`config.mk`:
```
export PLATFORM = sky130hd
export DESIGN_NAME = seq_mag_comp
export DESIGN_NICKNAME = d
export VERILOG_FILES = /design/src/rtl/seq_mag_comp.sv
export SDC_FILE = /design/constraint.sdc
export NUM_CORES = 1
export LEC_CHECK = 0
export CAP_MARGIN = 10
export CORE_UTILIZATION = 40
export CTS_BUF_LIST = sky130_fd_sc_hd__clkbuf_8 sky130_fd_sc_hd__clkbuf_16
export DETAILED_ROUTE_END_ITERATION = 8
export PLACE_DENSITY_LB_ADDON = 0.2
export SYNTH_ARGS = -nofsm -noshare
export SYNTH_HDL_FRONTEND = slang
export SYNTH_SLANG_ARGS = --single-unit
```
`constraint.sdc`:
```
create_clock -name clk -period 1.6 [get_ports clk]
set_input_delay 0.48 -clock clk [delete_from_list [all_inputs] [get_ports clk]]
set_output_delay 0.48 -clock clk [all_outputs]
set_load 0.005 [all_outputs]
```
`src/rtl/seq_mag_comp.sv`:
```
// Multi-cycle MSB-first magnitude comparator, DIGIT bits per clock, start/busy/done handshake.
// Optional macro SEQ_MAG_COMP_EARLY_EXIT_EN: finish as soon as the first differing digit is seen.
module seq_mag_comp #(
    parameter int WIDTH  = 8,
    parameter int DIGIT  = 1,
    parameter int SIGNED = 0
) (
    input  logic             clk,
    input  logic             rst,
    input  logic             start,
    input  logic [WIDTH-1:0] A,
    input  logic [WIDTH-1:0] B,
    output logic             busy,
    output logic             done,
    output logic             E,
    output logic             G,
    output logic             L
);
    localparam int N  = WIDTH / DIGIT;
    localparam int CW = $clog2(N + 1);
    // Flipping both MSBs turns a two's-complement compare into an unsigned one.
    localparam logic [WIDTH-1:0] SIGN_FLIP = (SIGNED != 0) ? {1'b1, {(WIDTH-1){1'b0}}} : '0;

    typedef enum logic [1:0] {IDLE, RUN, DONE} state_t;

    state_t           state_q, state_d;
    logic [WIDTH-1:0] sa_q, sa_d, sb_q, sb_d;
    logic [CW-1:0]    cnt_q, cnt_d;
    logic             decided_q, decided_d;
    logic             gt_q, gt_d, lt_q, lt_d;
    logic             e_q, e_d, g_q, g_d, l_q, l_d;

    logic [DIGIT-1:0] dig_a, dig_b;
    logic             dig_diff, last, load;

    assign dig_a    = sa_q[WIDTH-1 -: DIGIT];
    assign dig_b    = sb_q[WIDTH-1 -: DIGIT];
    assign dig_diff = (dig_a != dig_b);

`ifdef SEQ_MAG_COMP_EARLY_EXIT_EN
    assign last = (cnt_q == '0) || dig_diff;
`else
    assign last = (cnt_q == '0);
`endif

    always_comb begin
        state_d   = state_q;
        sa_d      = sa_q;
        sb_d      = sb_q;
        cnt_d     = cnt_q;
        decided_d = decided_q;
        gt_d      = gt_q;
        lt_d      = lt_q;
        e_d       = e_q;
        g_d       = g_q;
        l_d       = l_q;
        load      = 1'b0;

        case (state_q)
            IDLE: load = start;
            RUN: begin
                if (!decided_q && dig_diff) begin
                    decided_d = 1'b1;
                    gt_d      = (dig_a > dig_b);
                    lt_d      = !(dig_a > dig_b);
                end
                sa_d = sa_q << DIGIT;
                sb_d = sb_q << DIGIT;
                if (last) begin
                    state_d = DONE;
                    e_d     = !decided_d;
                    g_d     = gt_d;
                    l_d     = lt_d;
                end else begin
                    cnt_d = cnt_q - CW'(1);
                end
            end
            DONE: begin
                state_d = IDLE;
                load    = start;
            end
            default: state_d = IDLE;
        endcase

        if (load) begin
            state_d   = RUN;
            sa_d      = A ^ SIGN_FLIP;
            sb_d      = B ^ SIGN_FLIP;
            cnt_d     = CW'(N - 1);
            decided_d = 1'b0;
            gt_d      = 1'b0;
            lt_d      = 1'b0;
        end
    end

    always_ff @(posedge clk or posedge rst) begin
        if (rst) begin
            state_q   <= IDLE;
            sa_q      <= '0;
            sb_q      <= '0;
            cnt_q     <= '0;
            decided_q <= 1'b0;
            gt_q      <= 1'b0;
            lt_q      <= 1'b0;
            e_q       <= 1'b0;
            g_q       <= 1'b0;
            l_q       <= 1'b0;
        end else begin
            state_q   <= state_d;
            sa_q      <= sa_d;
            sb_q      <= sb_d;
            cnt_q     <= cnt_d;
            decided_q <= decided_d;
            gt_q      <= gt_d;
            lt_q      <= lt_d;
            e_q       <= e_d;
            g_q       <= g_d;
            l_q       <= l_d;
        end
    end

    assign busy = (state_q == RUN);
    assign done = (state_q == DONE);
    assign E    = e_q;
    assign G    = g_q;
    assign L    = l_q;
endmodule

```
### Yosys cells after proc, flatten, opt, wreduce, memory -nomap -nowiden

Cells that the tools add are included.

* bits in registers: 28
* word-level logic and storage cells: 50
* output and inout port bits: 5
* input bits: 19

* $add $sub $neg: 1
* mux-type cells: 21
* $lt $le $gt $ge: 1
* equality and inequality tests: 6
* reduce and logical (&&, ||, !) cells: 11

Operator list (number)
* 8-bit 2-to-1 mux: 4
* 4-bit 2-to-1 mux: 3
* 1-bit 2-to-1 mux: 11
* 2-bit AND reduction: 3
* 4-bit zero test: 1
* 2-bit 2-to-1 mux: 2
* 2-bit one-hot mux with 2 select lines: 1
* 4-bit by 1-bit subtractor with 4-bit output (second input constant): 1
* 1-bit zero test: 3
* 3-bit by 1-bit != test with 1-bit output (second input constant): 1
* 2-bit by 1-bit equality test with 1-bit output (second input constant): 1
* 2-bit equality test (second input constant): 1
* 2-bit zero test: 1
* 2-bit by 1-bit != test with 1-bit output (second input constant): 1
* 2-bit != test (second input constant): 1
* 2-bit nonzero test: 1
* 2-bit OR reduction: 1
* 1-bit > comparator: 1
* 1-bit logical AND: 1
* 1-bit != test: 1

### Longest topological paths before layout

* depth after elaboration: 6
* depth in mapped cells: 6
* depth with buffers taken out: 5

### Worst setup path after synthesis

OpenSTA, ideal clock, no wires.

* kind: register to register
* start point: register sa_q[7]
* end point: register g_q, in the netlist G
* setup time: 127 ps
* required time: 1473 ps
* path slack: -34 ps
* stages on the path, launching flop included: 5
* buffers on the path: 0
* arrival time: 1507 ps
* clock period less this slack: 1634 ps
* cell sequence: dfrtp_1 > ha_1 > nor2_1 > mux2_2 > mux2_1

* longest elaborated chain between the ends: 3
* elaborated cells on any way between the ends: 4
* classes of those cells: order compare: 1; eq/ne: 1; mux: 1; reduce/logical: 1

RTL lines
* start, declared: RTL line 27 `logic [WIDTH-1:0] sa_q, sa_d, sb_q, sb_d;`
* start signal, assigned: RTL line 99 `sa_q <= '0;`
* start signal, assigned: RTL line 110 `sa_q <= sa_d;`
* 1-bit != test: RTL line 38 `assign dig_diff = (dig_a != dig_b);`
* 1-bit logical AND: RTL line 62 `if (!decided_q && dig_diff) begin`
* 1-bit 2-to-1 mux (*): RTL line 62
* end signal, assigned: RTL line 117 `g_q <= g_d;`
* end, declared: RTL line 31 `logic e_q, e_d, g_q, g_d, l_q, l_d;`

Every way passes the cells marked *; elsewhere a longest branch is shown, timed or not.
A chain may end at the register's enable or synchronous reset.

### Worst setup path in the final report

* start point: register sb_q[7]
* end point: register g_q, in the netlist G

* longest elaborated chain between the ends: 3
* elaborated cells on any way between the ends: 4
* classes of those cells: order compare: 1; eq/ne: 1; mux: 1; reduce/logical: 1

RTL lines
* start, declared: RTL line 27
* start signal, assigned: RTL line 100 `sb_q <= '0;`
* start signal, assigned: RTL line 111 `sb_q <= sb_d;`
* 1-bit != test: RTL line 38
* 1-bit logical AND: RTL line 62
* 1-bit 2-to-1 mux (*): RTL line 62

Marks and branches as above.

==> results.cfg <==
[drt]
wl_per_cell_um = 11.8
dr_total_vias = 1037
number_of_violations_reported_at_the_end_of_detailed_routing_iteration_0 = 44
routed_wl_mm = 2.46
ant_nets = 0
dr.pass1.iters = 4
route.detailed.vias_per_inst = 4.96
drc = 0

[clocking]
number_of_buffers_added_to_fix_hold_violations_after_cts = 0
clk_transition_reported_paths_ps = 90
numCtsBuffers = 3
ctsLongestPathBuffers = 2
clockRootBuffer = sky130_fd_sc_hd__clkbuf_8
insertion_delay_ps = 260
cts_tree = yes
clock_sinks = 28
ctsHtreeMaxLevel = 1

[floorplanning]
placement_rows = 20
die_w_um = 59.4
core_area_mm2 = 0.00308
floorplan.die.height_um = 59.4
top_level_ports = 24
fp.dieArea_mm2 = 0.00352
initial_utilization = 0.428

[logic_synthesis]
yosys_warnings = 0
yosys.area.top_type = sky130_fd_sc_hd__dfrtp_1
postSynthNetCount = 155
synth_cell_type_count = 33
netlist_top_cells_count = 30 x sky130_fd_sc_hd__nand2_1, 28 x sky130_fd_sc_hd__dfrtp_1, 15 x sky130_fd_sc_hd__nor2_1, 10 x sky130_fd_sc_hd__a31oi_1
post_synth.cell_area_avg_um2 = 9.82
post-synth-top-count-cell = sky130_fd_sc_hd__nand2_1
async_flop_share = 1.00
top_reg_cell_synth = sky130_fd_sc_hd__dfrtp_1
ys_top_cells_by_area = sky130_fd_sc_hd__dfrtp_1 53%, sky130_fd_sc_hd__nand2_1 8.6%, sky130_fd_sc_hd__a31oi_1 4.8%, sky130_fd_sc_hd__nor2_1 4.3%, sky130_fd_sc_hd__mux2i_1 3.0%
synth-seq-cells = 28
synth_enable_flop_cells = 0
netlist_area_mm2 = 0.00132
netlist_instances = 134
synth_top_area_frac = 0.532
synth_sequential_area_ratio = 0.532

[layout]
antenna-diode-count = 0
drive_above_1_share = 0.152
fin_nets = 187
layoutNonFillerInstCount = 209
syn2layout_area_growth_pct = 30.7

[sta]
hold_violations = 0
final.period_utilization = 0.960
max-slew-margin-rel = 0.784
final.min_clock_period_ps = 1540
final.setup.worst_slack_ps = 63.8
achievable-frequency_mhz = 651
setup-violations-final = 0
finalClockSkew_ps = 0.853
max_slew_violation_count = 0
transition_time_at_the_pin_with_the_least_slew_margin_ps = 323
setup_total_negative_slack_ps = 0
timing.hold.ws_ps = 499

[grt]
grt.overflow.total = 0
wire_length_of_the_first_global_routing_pass_mm = 4.18
grt_max_degree = 29
antenna_found_initial = 0
grt.total_usage = 0.159
via_count_of_the_first_global_routing_pass = 985

[pwr]
cell_area_power_density_mw_per_mm2 = 1840
ir_worst_vdd_mv = 0.834
p_leak_nw = 0.818
p_total_mw = 3.16

[critical_path]
setup.worst_path.start = sb_q[7]
critPathCapture = G
startpoint_type = register
worst-setup-path-type = reg -> reg
worst_ep_required_time_ps = 1750
top_fanout_value_on_the_critical_path = 2
r2r_end = G
critPathArrivalTime_ps = 1690
setup_slack_of_the_worst_register_to_register_path_ps = 60
worst-r2r-cell-count = 5
end_kind = register
r2r_start = sb_q[7]

[place]
place.port_buffers = 23
dpl_hpwl_mm = 1.77
globalplace.congestion = 0.687
detailedPlace.worstSlack_ps = -170
post-place-cells = 203

[min_path]
timing.hold.worst.class = reg -> reg

[run_status]
run_status = finished clean

[job]
maxCapViolCount = 0
==> cells in the final DEF, fill, tap and decap left out, types with 3 or more instances in the layout <==
cell type	netlist	routed
sky130_fd_sc_hd__a31oi_1	10	10
sky130_fd_sc_hd__clkbuf_8	0	4
sky130_fd_sc_hd__a22oi_1	3	3
sky130_fd_sc_hd__clkdlybuf4s50_1	0	18
sky130_fd_sc_hd__nor2b_1	3	3
sky130_fd_sc_hd__nand2_1	30	30
sky130_fd_sc_hd__inv_1	5	5
sky130_fd_sc_hd__mux2i_1	4	4
sky130_fd_sc_hd__mux2_1	3	3
sky130_fd_sc_hd__nor2_1	15	14
sky130_fd_sc_hd__dlygate4sd2_1	0	3
sky130_fd_sc_hd__dfrtp_1	28	28
sky130_fd_sc_hd__nand3_1	4	4
sky130_fd_sc_hd__buf_4	1	10
==> logic make-up after synthesis <==
logic type / Yosys count / share of synthesized area
AND/OR/NAND/NOR: 60 / 0.201
flip-flops: 28 / 0.532
AO/OA/AOI/OAI: 22 / 0.118
buffers and inverters: 14 / 0.0656
multiplexers: 8 / 0.0646
adder cells (fa/ha/maj): 2 / 0.0190
==> how the worst min path moves through the flow <==
stage	slack, ps	cells past startpoint	endpoint	from
floorplan	450	1	lt_q	lt_q
global placement	470	1	gt_q	gt_q
detailed placement	490	1	E	E
CTS	510	1	E	E
global route	520	1	L	L
finish	500	1	lt_q	lt_q
==> area by class of cell <==
class	instances	area, um^2
multi-input combinational	92	552
sequential	28	701
timing repair buffer	35	330
fill	293	1360
clock buffer	4	55.1
tap	44	55.1
inverter	6	27.5
==> power by group <==
group	internal (mW)	switching (mW)	leakage (nW)	total [mW]
clock network	0.220	0.200	0.0288	0.420
logic	0.763	0.745	0.445	1.51
registers	1.04	0.196	0.344	1.23
total	2.02	1.14	0.818	3.16
==> per-stage QoR <==
step / instance area, um^2 / util
2_1_floorplan: 1320 / -
3_3_place_gp: 1630 / 0.530
4_1_cts: 1710 / 0.556
5_1_grt: 1720 / 0.559
6_report: 1720 / 0.559
3_5_place_dp: 1630 / 0.530
==> state kept, by name, summed over array words and instances (netlist names) <==
signal     count
decided_q      1
G              1
sa_q           8
gt_q           1
E              1
state_q        2
lt_q           1
L              1
sb_q           8
cnt_q          4
==> worst max-delay path, cell delays in order, from the launching register on <==
cell and delay (ps):
sky130_fd_sc_hd__dfrtp_1 380, sky130_fd_sc_hd__inv_1 110, sky130_fd_sc_hd__ha_4 220, sky130_fd_sc_hd__nor2_2 110, sky130_fd_sc_hd__mux2_2 340, sky130_fd_sc_hd__mux2_1 280
==> per-layer routing <==
layer	wire length, um	up-vias	track usage
met5	0	-	0
met4	20	0	0.0510
met3	66	2	0.0284
met2	1240	16	0.271
met1	1130	507	0.202
li1	-	512	-
==> timing repair <==
item,in CTS,in global routing
endpoints found under the setup margin,5,3
pin swaps,0,1
setup buffers,2,0
resized for setup,8,3
Note: power is estimated with default switching activity, not from simulation.
